<file path="config.mk">
export PLATFORM = sky130hd
export DESIGN_NAME = rob_commit_scheduler_flat
export DESIGN_NICKNAME = d
export VERILOG_FILES = /design/src/rtl/rob_commit_scheduler_if.sv /design/src/rtl/rob_commit_scheduler.sv /design/src/flat_wrapper.sv
export SDC_FILE = /design/constraint.sdc
export NUM_CORES = 1
export LEC_CHECK = 0
export CAP_MARGIN = 20
export CORE_MARGIN = 1.5
export CORE_UTILIZATION = 60
export DETAILED_ROUTE_END_ITERATION = 16
export GPL_TIMING_DRIVEN = 0
export PLACE_DENSITY = 0.89
export SLEW_MARGIN = 20
export SYNTH_ARGS = -nofsm -noshare
export SYNTH_HDL_FRONTEND = slang
export SYNTH_SLANG_ARGS = --single-unit
</file>
<file path="constraint.sdc">
create_clock -name clk_in -period 10.7 [get_ports clk_in]
set_clock_uncertainty 0.05 [all_clocks]
set_input_delay 2.14 -clock clk_in [delete_from_list [all_inputs] [get_ports clk_in]]
set_output_delay 2.14 -clock clk_in [all_outputs]
set_load 0.01 [all_outputs]
</file>
<file path="src/rtl/rob_commit_scheduler_if.sv">
// rob_commit_scheduler_if: dispatcher, CDB, register-file and flush signals of the ROB controller
// master: dispatcher/CDB side (drives dp_alloc_req, dp_rd, cdb_*), observes grants, commits and flushes
// slave : ROB controller side (drives dp_alloc_ok, dp_rob_index, rf_*, fl_*, rob_count)
interface rob_commit_scheduler_if #(
    parameter int ROB_WIDTH    = 4,
    parameter int EX_ROB_WIDTH = 5,
    parameter int EX_REG_WIDTH = 6
);
    logic                    dp_alloc_req;
    logic [EX_REG_WIDTH-1:0] dp_rd;
    logic                    dp_alloc_ok;
    logic [EX_ROB_WIDTH-1:0] dp_rob_index;
    logic                    rf_dep_en;
    logic [EX_REG_WIDTH-1:0] rf_dep_rd;
    logic [EX_ROB_WIDTH-1:0] rf_dep_index;
    logic                    cdb_en;
    logic [ROB_WIDTH-1:0]    cdb_index;
    logic [31:0]             cdb_value;
    logic                    cdb_mispred;
    logic [31:0]             cdb_target;
    logic                    rf_commit_en;
    logic [ROB_WIDTH-1:0]    rf_commit_index;
    logic [31:0]             rf_commit_value;
    logic [EX_REG_WIDTH-1:0] rf_commit_rd;
    logic                    rf_pre_judge;
    logic                    fl_en;
    logic [31:0]             fl_pc;
    logic [ROB_WIDTH:0]      rob_count;

    modport master (
        output dp_alloc_req, dp_rd, cdb_en, cdb_index, cdb_value, cdb_mispred, cdb_target,
        input  dp_alloc_ok, dp_rob_index, rf_dep_en, rf_dep_rd, rf_dep_index,
               rf_commit_en, rf_commit_index, rf_commit_value, rf_commit_rd,
               rf_pre_judge, fl_en, fl_pc, rob_count
    );
    modport slave (
        input  dp_alloc_req, dp_rd, cdb_en, cdb_index, cdb_value, cdb_mispred, cdb_target,
        output dp_alloc_ok, dp_rob_index, rf_dep_en, rf_dep_rd, rf_dep_index,
               rf_commit_en, rf_commit_index, rf_commit_value, rf_commit_rd,
               rf_pre_judge, fl_en, fl_pc, rob_count
    );
endinterface

</file>
<file path="src/rtl/rob_commit_scheduler.sv">
// rob_commit_scheduler: in-order ROB that allocates tags, collects CDB results and retires one entry per cycle
// clk_in : clock
// rst_in : asynchronous active-low reset
// rdy_in : global enable, low freezes every register
// bus    : dispatcher alloc/rename, CDB writeback, RF commit, flush/redirect and occupancy
module rob_commit_scheduler #(
    parameter int ROB_WIDTH    = 4,
    parameter int EX_ROB_WIDTH = 5,
    parameter int EX_REG_WIDTH = 6,
    parameter int NON_REG      = 32,
    parameter int NON_DEP      = 16
) (
    input  logic clk_in,
    input  logic rst_in,
    input  logic rdy_in,
    rob_commit_scheduler_if.slave bus
);
    localparam int DEPTH = 1 << ROB_WIDTH;
    localparam logic [ROB_WIDTH:0]      FULL   = {1'b1, {ROB_WIDTH{1'b0}}};
    localparam logic [EX_REG_WIDTH-1:0] NO_RD  = EX_REG_WIDTH'(NON_REG);
    localparam logic [EX_ROB_WIDTH-1:0] NO_DEP = EX_ROB_WIDTH'(NON_DEP);

    typedef enum logic {RUN, FLUSH} state_t;

    state_t                  state;
    logic [ROB_WIDTH-1:0]    head, tail;
    logic [ROB_WIDTH:0]      count;
    logic [DEPTH-1:0]        valid, ready, mispred;
    logic [EX_REG_WIDTH-1:0] rd_q     [DEPTH];
    logic [31:0]             value_q  [DEPTH];
    logic [31:0]             target_q [DEPTH];
    logic                    alloc, commit, flush, wb;

    assign bus.dp_alloc_ok  = state == RUN && count < FULL;
    assign bus.dp_rob_index = EX_ROB_WIDTH'(tail);
    assign alloc            = bus.dp_alloc_req && bus.dp_alloc_ok;
    assign bus.rf_dep_en    = alloc && bus.dp_rd != NO_RD && bus.dp_rd != '0;
    assign bus.rf_dep_rd    = bus.dp_rd;
    // the rename tag reads as "no dependency" whenever no rename is written
    assign bus.rf_dep_index = bus.rf_dep_en ? EX_ROB_WIDTH'(tail) : NO_DEP;
    assign commit           = state == RUN && valid[head] && ready[head];
    assign flush            = commit && mispred[head];
    assign wb               = bus.cdb_en && valid[bus.cdb_index];
    assign bus.rob_count    = count;

    always_ff @(posedge clk_in or negedge rst_in) begin
        if (!rst_in) begin
            state               <= RUN;
            head                <= '0;
            tail                <= '0;
            count               <= '0;
            valid               <= '0;
            ready               <= '0;
            mispred             <= '0;
            bus.rf_commit_en    <= 1'b0;
            bus.rf_commit_index <= '0;
            bus.rf_commit_value <= '0;
            bus.rf_commit_rd    <= NO_RD;
            bus.rf_pre_judge    <= 1'b1;
            bus.fl_en           <= 1'b0;
            bus.fl_pc           <= '0;
        end else if (rdy_in) begin
            bus.rf_commit_en <= 1'b0;
            bus.rf_pre_judge <= 1'b1;
            bus.fl_en        <= 1'b0;
            if (state == FLUSH) begin
                state <= RUN;
            end else if (flush) begin
                // a mispredicted head wins over any same-edge alloc or writeback
                valid            <= '0;
                head             <= '0;
                tail             <= '0;
                count            <= '0;
                bus.rf_pre_judge <= 1'b0;
                bus.fl_en        <= 1'b1;
                bus.fl_pc        <= target_q[head];
                state            <= FLUSH;
            end else begin
                if (wb) begin
                    ready[bus.cdb_index]   <= 1'b1;
                    mispred[bus.cdb_index] <= bus.cdb_mispred;
                end
                if (alloc) begin
                    valid[tail] <= 1'b1;
                    ready[tail] <= 1'b0;
                    tail        <= tail + 1'b1;
                end
                if (commit) begin
                    bus.rf_commit_en    <= 1'b1;
                    bus.rf_commit_index <= head;
                    bus.rf_commit_value <= value_q[head];
                    bus.rf_commit_rd    <= rd_q[head];
                    valid[head]         <= 1'b0;
                    head                <= head + 1'b1;
                end
                if (alloc && !commit)
                    count <= count + 1'b1;
                else if (!alloc && commit)
                    count <= count - 1'b1;
            end
        end
    end

    // payload storage needs no reset: it is only read behind a valid/ready entry
    always_ff @(posedge clk_in) begin
        if (rdy_in && state == RUN && !flush) begin
            if (wb) begin
                value_q[bus.cdb_index]  <= bus.cdb_value;
                target_q[bus.cdb_index] <= bus.cdb_target;
            end
            if (alloc)
                rd_q[tail] <= bus.dp_rd;
        end
    end
endmodule

</file>
<file path="src/flat_wrapper.sv">
// flat-port wrapper written by rule: the top's interface ports become plain ports
module rob_commit_scheduler_flat 
#(
    parameter int ROB_WIDTH    = 4,
    parameter int EX_ROB_WIDTH = 5,
    parameter int EX_REG_WIDTH = 6,
    parameter int NON_REG      = 32,
    parameter int NON_DEP      = 16
)
  (clk_in, rst_in, rdy_in, bus_dp_alloc_req, bus_dp_rd, bus_cdb_en, bus_cdb_index, bus_cdb_value, bus_cdb_mispred, bus_cdb_target, bus_dp_alloc_ok, bus_dp_rob_index, bus_rf_dep_en, bus_rf_dep_rd, bus_rf_dep_index, bus_rf_commit_en, bus_rf_commit_index, bus_rf_commit_value, bus_rf_commit_rd, bus_rf_pre_judge, bus_fl_en, bus_fl_pc, bus_rob_count);
  rob_commit_scheduler_if #(.ROB_WIDTH(ROB_WIDTH), .EX_ROB_WIDTH(EX_ROB_WIDTH), .EX_REG_WIDTH(EX_REG_WIDTH)) bus_i ();
  input  logic clk_in;
  input  logic rst_in;
  input  logic rdy_in;
  input wire logic [$bits(bus_i.dp_alloc_req)-1:0] bus_dp_alloc_req;
  input wire logic [$bits(bus_i.dp_rd)-1:0] bus_dp_rd;
  input wire logic [$bits(bus_i.cdb_en)-1:0] bus_cdb_en;
  input wire logic [$bits(bus_i.cdb_index)-1:0] bus_cdb_index;
  input wire logic [$bits(bus_i.cdb_value)-1:0] bus_cdb_value;
  input wire logic [$bits(bus_i.cdb_mispred)-1:0] bus_cdb_mispred;
  input wire logic [$bits(bus_i.cdb_target)-1:0] bus_cdb_target;
  output wire logic [$bits(bus_i.dp_alloc_ok)-1:0] bus_dp_alloc_ok;
  output wire logic [$bits(bus_i.dp_rob_index)-1:0] bus_dp_rob_index;
  output wire logic [$bits(bus_i.rf_dep_en)-1:0] bus_rf_dep_en;
  output wire logic [$bits(bus_i.rf_dep_rd)-1:0] bus_rf_dep_rd;
  output wire logic [$bits(bus_i.rf_dep_index)-1:0] bus_rf_dep_index;
  output wire logic [$bits(bus_i.rf_commit_en)-1:0] bus_rf_commit_en;
  output wire logic [$bits(bus_i.rf_commit_index)-1:0] bus_rf_commit_index;
  output wire logic [$bits(bus_i.rf_commit_value)-1:0] bus_rf_commit_value;
  output wire logic [$bits(bus_i.rf_commit_rd)-1:0] bus_rf_commit_rd;
  output wire logic [$bits(bus_i.rf_pre_judge)-1:0] bus_rf_pre_judge;
  output wire logic [$bits(bus_i.fl_en)-1:0] bus_fl_en;
  output wire logic [$bits(bus_i.fl_pc)-1:0] bus_fl_pc;
  output wire logic [$bits(bus_i.rob_count)-1:0] bus_rob_count;
  assign bus_i.dp_alloc_req = bus_dp_alloc_req;
  assign bus_i.dp_rd = bus_dp_rd;
  assign bus_i.cdb_en = bus_cdb_en;
  assign bus_i.cdb_index = bus_cdb_index;
  assign bus_i.cdb_value = bus_cdb_value;
  assign bus_i.cdb_mispred = bus_cdb_mispred;
  assign bus_i.cdb_target = bus_cdb_target;
  assign bus_dp_alloc_ok = bus_i.dp_alloc_ok;
  assign bus_dp_rob_index = bus_i.dp_rob_index;
  assign bus_rf_dep_en = bus_i.rf_dep_en;
  assign bus_rf_dep_rd = bus_i.rf_dep_rd;
  assign bus_rf_dep_index = bus_i.rf_dep_index;
  assign bus_rf_commit_en = bus_i.rf_commit_en;
  assign bus_rf_commit_index = bus_i.rf_commit_index;
  assign bus_rf_commit_value = bus_i.rf_commit_value;
  assign bus_rf_commit_rd = bus_i.rf_commit_rd;
  assign bus_rf_pre_judge = bus_i.rf_pre_judge;
  assign bus_fl_en = bus_i.fl_en;
  assign bus_fl_pc = bus_i.fl_pc;
  assign bus_rob_count = bus_i.rob_count;
  rob_commit_scheduler #(.ROB_WIDTH(ROB_WIDTH), .EX_ROB_WIDTH(EX_ROB_WIDTH), .EX_REG_WIDTH(EX_REG_WIDTH), .NON_REG(NON_REG), .NON_DEP(NON_DEP)) u_core (.clk_in(clk_in), .rst_in(rst_in), .rdy_in(rdy_in), .bus(bus_i));
endmodule
</file>
==> flow_metrics.env, run 1 <==
export IMPL_synth_top_family_by_area="multiplexers"
export IMPL_core_um2=80400
export IMPL_synth_seq_cells=1258
export IMPL_synthAdderAreaFrac=0.00376
export IMPL_synth_distinct_cells=59
export IMPL_period_minus_slack_ns=6.85
export IMPL_fin_cells=3744
export IMPL_hold_violations=0
export IMPL_layout_common_cells="1120 x edfxtp_1, 363 x mux4_2, 174 x clkdlybuf4s50_1"
export IMPL_crit_buf_inv=2
export IMPL_clkSinkCount=1258
export IMPL_cp_start_kind="primary input"
export IMPL_routed_wirelength_um=144000
export IMPL_slowest_stage="clkdlybuf4s50_1"
export IMPL_worstPathCellList="clkdlybuf4s50_1, or4_1, o21a_1, and2_1, clkdlybuf4s50_1"
export IMPL_synthesis_nets=2167
export IMPL_criticalPathCategory="in -> out"
export IMPL_hp_class="reg -> reg"
export IMPL_crit_family="buffers and inverters"
export IMPL_p_leak_nw=19.8
export IMPL_cts_setup_buffers=0
export IMPL_endpoint_kind="output port"
export IMPL_synthMuxAreaShare=0.193
export IMPL_n_fill_cell=4169
export IMPL_grt_usage=0.353
export IMPL_htreeDepth=3
export IMPL_synth_xor_area_share=0.000901
export IMPL_drv_cap=0
export IMPL_ys_seq_area_frac=0.763
export IMPL_synth_largest_area_cell="edfxtp_1"
export IMPL_antenna_found_initial=14
export IMPL_finalWorstSetupSlack_ns=3.85
export IMPL_ys_flop_type="edfxtp_1"
export IMPL_ys_top_cells_by_area="edfxtp_1 69%, mux4_2 17%, dfrtp_1 7.0%"
export IMPL_ys_warn_count=0
export IMPL_relSlewSlack=0.244
export IMPL_clockBufferDepth=3
export IMPL_yosys_area_share_simple=0.0155
export IMPL_tightest_slew_ns=1.13
export IMPL_timing_fmax_mhz=146
export IMPL_crit_top_cell="clkdlybuf4s50_1"
export IMPL_path_max_fanout=18
export IMPL_wire_per_inst_um=38.5
export IMPL_cp_required_ns=8.51
export IMPL_dp_cells=3507
export IMPL_initialDrtViolationCount=4974
export IMPL_synth_compound_area_share=0.0128
export IMPL_grt_pass1_vias=27500
export IMPL_synth_area_um2=48600
export IMPL_rsz0062_at_grt="no"
export IMPL_syn_avg_cell_area_um2=23.5
export IMPL_overflow=0
export IMPL_crit_path_max_incr_delay_ns=0.83
export IMPL_syn2layout_area_growth_pct=17.9
export IMPL_via_count=27100
export IMPL_arrival_ns=4.66
export IMPL_dr_pass1_iters=6
export IMPL_ctsResizeCount=0
export IMPL_synth_edf_count=1120
export IMPL_grt_max_degree=83
export IMPL_powerDensity_nw_per_um2=176
export IMPL_synthArstFlopShare=0.110
export IMPL_slew_viol_final=0
export IMPL_placementRows=104
export IMPL_root_buffer="clkbuf_16"
export IMPL_whs_ns=0.436
export IMPL_postSynthCellCount=2073
export IMPL_final_net_count=2662
export IMPL_drive_gt1_frac=0.344
export IMPL_ir_drop_v=0.000141
export IMPL_layout_commonest_cell="edfxtp_1"
export IMPL_clk_pin_slew_worst_paths_ns=0.06
export IMPL_final_area_um2=57300
export IMPL_layout_worst_path_cycle_share=0.641
export IMPL_place_ws_ns=3.95
export IMPL_routed_via_density=7.24
export IMPL_pin_count=180
export IMPL_hold_buffers=0
export IMPL_hpwl_um=88000
export IMPL_grt_pass1_wl_um=202000
export IMPL_gp_congestion=0.889
export IMPL_drc=0
export IMPL_numCtsBuffers=117
export IMPL_insertion_delay_ns=0.70
export IMPL_die_y_um=288
export IMPL_cts_tree="built"
export IMPL_place_area_um2=53300
export IMPL_ant_nets=0
export IMPL_fp_dieW_um=288
export IMPL_setup_viol=0
export IMPL_start_util=0.605
export IMPL_numPortBuffers=175
export IMPL_design_die_area_um2=82800
export IMPL_synth_top_cell_area_share=0.692
export IMPL_status="finished, final reports clean"
-- worst paths after layout --
path / startpoint / to / slack (ns) / cells after the start
setup / recovery: bus_dp_rd[0] / bus_rf_dep_index[2] / 3.85 / 5
hold / removal: u_core.bus.fl_pc[0] / u_core.bus.fl_pc[0] / 0.44 / 1
setup reg to reg: u_core.head[1] / u_core.target_q[4][6] / 5.30 / 15
hold reg to reg: u_core.bus.fl_pc[0] / u_core.bus.fl_pc[0] / 0.44 / 1
max in group asynchronous: rst_in / u_core.bus.rf_commit_value[9] / 8.25 / 2
min in group asynchronous: rst_in / u_core.mispred[2] / 1.45 / 1
-- stage by stage --
stage                TNS, ns   util  total power, W
floorplan                  0      -         0.00561
global placement    -4394.84  0.643         0.00575
detailed placement         0  0.662         0.00578
CTS                        0  0.712          0.0101
global route               0  0.713          0.0102
finish                     0  0.713          0.0101
-- synth_stat cells (2+ instances only) --
library cell	instances
a211oi_1	4
a21o_1	3
a21oi_1	19
a22o_1	3
a311oi_1	12
and2_1	6
and3_1	5
buf_1	15
buf_2	30
buf_4	12
buf_6	2
clkbuf_1	55
dfrtp_1	136
dfstp_2	2
edfxtp_1	1120
ha_1	13
inv_1	10
mux2_1	21
mux2_2	73
mux2i_1	13
mux4_2	363
nand2_1	19
nand2b_1	4
nand3_1	10
nand3b_1	3
nor2_1	22
nor2b_1	4
nor3_1	8
nor3b_1	2
nor4_1	9
nor4_2	12
nor4_4	3
o21ai_0	8
o21ai_1	4
o21ba_2	3
o22a_1	13
o32ai_1	2
or2_2	4
or4_1	3
xnor2_1	2
xor2_1	3
-- sequential cells by signal, summed over array words and instances (netlist names), 4 cells and up --
register	flops
u_core.bus.rf_commit_value	32
u_core.bus.rf_commit_rd	6
u_core.rd_q	96
u_core.mispred	16
u_core.tail	4
u_core.bus.rob_count	5
u_core.bus.rf_commit_index	4
u_core.target_q	512
u_core.valid	16
u_core.bus.fl_pc	32
u_core.ready	16
u_core.head	4
u_core.value_q	512
-- report_power, final --
group	internal, W	total [W]	switching (W)
sequential	0.00538	0.00541	0.0000333
clock	0.00250	0.00438	0.00187
combinational	0.000111	0.000276	0.000165
total	0.00799	0.0101	0.00207
-- cell families (layout without fill, tap and decap cells) --
family          Yosys count  in the layout
mux                     470            470
other cells               1             12
flops                  1258           1258
simple gates            118            118
fa+ha+maj                14             14
compound gates           82             82
xor+xnor                  5              5
buf+inv                 125            725
-- routing by layer --
metal,up-vias,part of all wire,GRT usage
met5,-,0.00049,0
met4,10,0.056,0.178
met3,582,0.13,0.0844
met2,2887,0.50,0.582
met1,13800,0.31,0.443
li1,9824,-,-
-- area by class of cell --
class	instances	area [um2]	area share
Sequential cell	1258	37100	0.647
Multi-Input combinational cell	690	11100	0.193
Clock buffer	160	3300	0.0577
Timing Repair Buffer	376	3210	0.0561
Tap cell	1060	1330	0.0231
Clock inverter	64	689	0.0120
Buffer	114	542	0.00945
Inverter	11	46.3	0.000808
Antenna cell	11	27.5	0.000480
No activity file was read; power rests on OpenSTA's default activity.
==> run 2: changes to the inputs <==
==> constraint.sdc (replaced) <==
create_clock -name clk_in -period 6.8 [get_ports clk_in]
set_clock_uncertainty 0.05 [all_clocks]
set_input_delay 1.36 -clock clk_in [delete_from_list [all_inputs] [get_ports clk_in]]
set_output_delay 1.36 -clock clk_in [all_outputs]
set_load 0.01 [all_outputs]
==> flow_metrics.env, run 2 (synthesized netlist as in run 1, its figures left out) <==
export IMPL_p_leak_nw=19.7
export IMPL_endpoint_kind="flip-flop"
export IMPL_ant_nets=0
export IMPL_cp_start_kind="flip-flop"
export IMPL_grt_pass1_wl_um=202000
export IMPL_grt_max_degree=82
export IMPL_dp_cells=3503
export IMPL_setup_viol=0
export IMPL_layout_common_cells="1120 x edfxtp_1, 363 x mux4_2, 174 x clkdlybuf4s50_1"
export IMPL_wire_per_inst_um=38.4
export IMPL_period_minus_slack_ns=5.37
export IMPL_root_buffer="clkbuf_16"
export IMPL_hold_violations=0
export IMPL_tightest_slew_ns=1.25
export IMPL_path_max_fanout=10
export IMPL_initialDrtViolationCount=4468
export IMPL_fin_cells=3737
export IMPL_tns_ns=0
export IMPL_syn2layout_area_growth_pct=17.6
export IMPL_arrival_ns=5.72
export IMPL_clkSinkCount=1258
export IMPL_grt_pass1_vias=27800
export IMPL_routed_via_density=7.27
export IMPL_antenna_found_initial=14
export IMPL_clockBufferDepth=3
export IMPL_gp_congestion=0.917
export IMPL_grt_usage=0.354
export IMPL_criticalPathCategory="reg -> reg"
export IMPL_powerDensity_nw_per_um2=271
export IMPL_drive_gt1_frac=0.339
export IMPL_timing_fmax_mhz=186
export IMPL_clk_pin_slew_worst_paths_ns=0.06
export IMPL_ctsResizeCount=0
export IMPL_status="finished, final reports clean"
export IMPL_cts_setup_buffers=0
export IMPL_via_count=27200
export IMPL_cts_tree="built"
export IMPL_relSlewSlack=0.165
export IMPL_min_delay_start="u_core.bus.fl_pc[0]"
export IMPL_hold_buffers=0
export IMPL_final_net_count=2658
export IMPL_place_area_um2=53300
export IMPL_insertion_delay_ns=0.70
export IMPL_start_util=0.605
export IMPL_holdPathStages=1
export IMPL_layout_worst_path_cycle_share=0.790
export IMPL_finalWorstSetupSlack_ns=1.43
export IMPL_die_y_um=288
export IMPL_r2r_cells=15
export IMPL_design_die_area_um2=82800
export IMPL_ir_drop_v=0.000267
export IMPL_cp_required_ns=7.14
export IMPL_dr_pass1_iters=8
export IMPL_routed_wirelength_um=144000
export IMPL_hp_class="reg -> reg"
export IMPL_fp_dieW_um=288
export IMPL_n_fill_cell=4238
export IMPL_slew_viol_final=0
export IMPL_top_regs="u_core.target_q x512, u_core.value_q x512, u_core.rd_q x96"
export IMPL_numPortBuffers=175
export IMPL_layout_commonest_cell="edfxtp_1"
export IMPL_final_area_um2=57200
export IMPL_pin_count=180
export IMPL_r2r_start="u_core.head[1]"
export IMPL_drc=0
export IMPL_place_ws_ns=1.14
export IMPL_overflow=0
export IMPL_rrSetupSlack_ns=1.43
export IMPL_numCtsBuffers=116
export IMPL_htreeDepth=3
export IMPL_placementRows=104
export IMPL_drv_cap=0
export IMPL_core_um2=80400
export IMPL_rr_endpoint="u_core.target_q[7][6]"
export IMPL_hpwl_um=88500
export IMPL_min_to="u_core.bus.fl_pc[0]"
export IMPL_whs_ns=0.437
export IMPL_rsz0062_at_grt="no"
-- run 2: cell count changes in the layout (fill, tap and decap cells not counted), moves of 2 or more --
cell,change
buf_2,-23
buf_4,+20
clkbuf_1,-2
clkbuf_16,-2
clkinv_1,+13
clkinvlp_4,+3
buf_8,+2
buf_1,-3
bufinv_16,-4
clkinv_8,+2
clkinv_2,-13
clkinv_4,+6
clkbuf_8,-6
-- run 2: routing by layer --
metal	track usage	wire length [um]	vias up
met1	0.434	45200	13700
met2	0.583	70900	2943
met4	0.201	9600	10
li1	-	-	9814
met5	0	50	-
met3	0.0861	18000	638
-- run 2: per-stage QoR --
step	util	power, W
after floorplan	-	0.00883
after global placement	0.643	0.00904
after detailed placement	0.663	0.00909
after CTS	0.710	0.0155
after global routing	0.711	0.0158
final	0.711	0.0155
-- run 2: how the worst max path moves through the flow --
stage	depth (start not counted)	slack, ns	from	end
finish	15	1.43	u_core.head[1]	u_core.target_q[7][6]
detailed placement	10	1.14	bus_cdb_index[2]	u_core.target_q[4][5]
global placement	5	-11.06	rdy_in	u_core.value_q[14][29]
CTS	5	1.57	bus_dp_rd[0]	bus_rf_dep_index[3]
floorplan	6	-2.58	bus_cdb_index[0]	u_core.target_q[10][0]
global route	15	1.40	u_core.head[1]	u_core.target_q[7][5]
-- run 2: critical path: stages (launching register included) --
cell,delay (ns)
dfrtp_1,0.49
buf_2,0.34
mux4_2,0.36
mux4_2,0.59
clkinv_4,0.13
a211oi_4,0.11
buf_2,0.25
buf_2,0.26
nor4_2,0.88
buf_4,0.30
buf_4,0.19
buf_4,0.20
buf_2,0.25
buf_2,0.25
buf_6,0.17
buf_2,0.21
-- run 2: area by class of cell --
type                            count  area (um2)  share of cell area
Antenna cell                       12        30.0            0.000525
Buffer                            114         544             0.00952
Clock buffer                      149        3160              0.0553
Clock inverter                     70         643              0.0112
Inverter                           11        46.3            0.000809
Multi-Input combinational cell    690       11100               0.194
Sequential cell                  1258       37100               0.648
Tap cell                         1060        1330              0.0232
Timing Repair Buffer              373        3270              0.0572
-- run 2: report_power, final --
part | switching (W) | internal, W
logic | 0.000259 | 0.000175
registers | 0.0000537 | 0.00846
clock network | 0.00291 | 0.00367
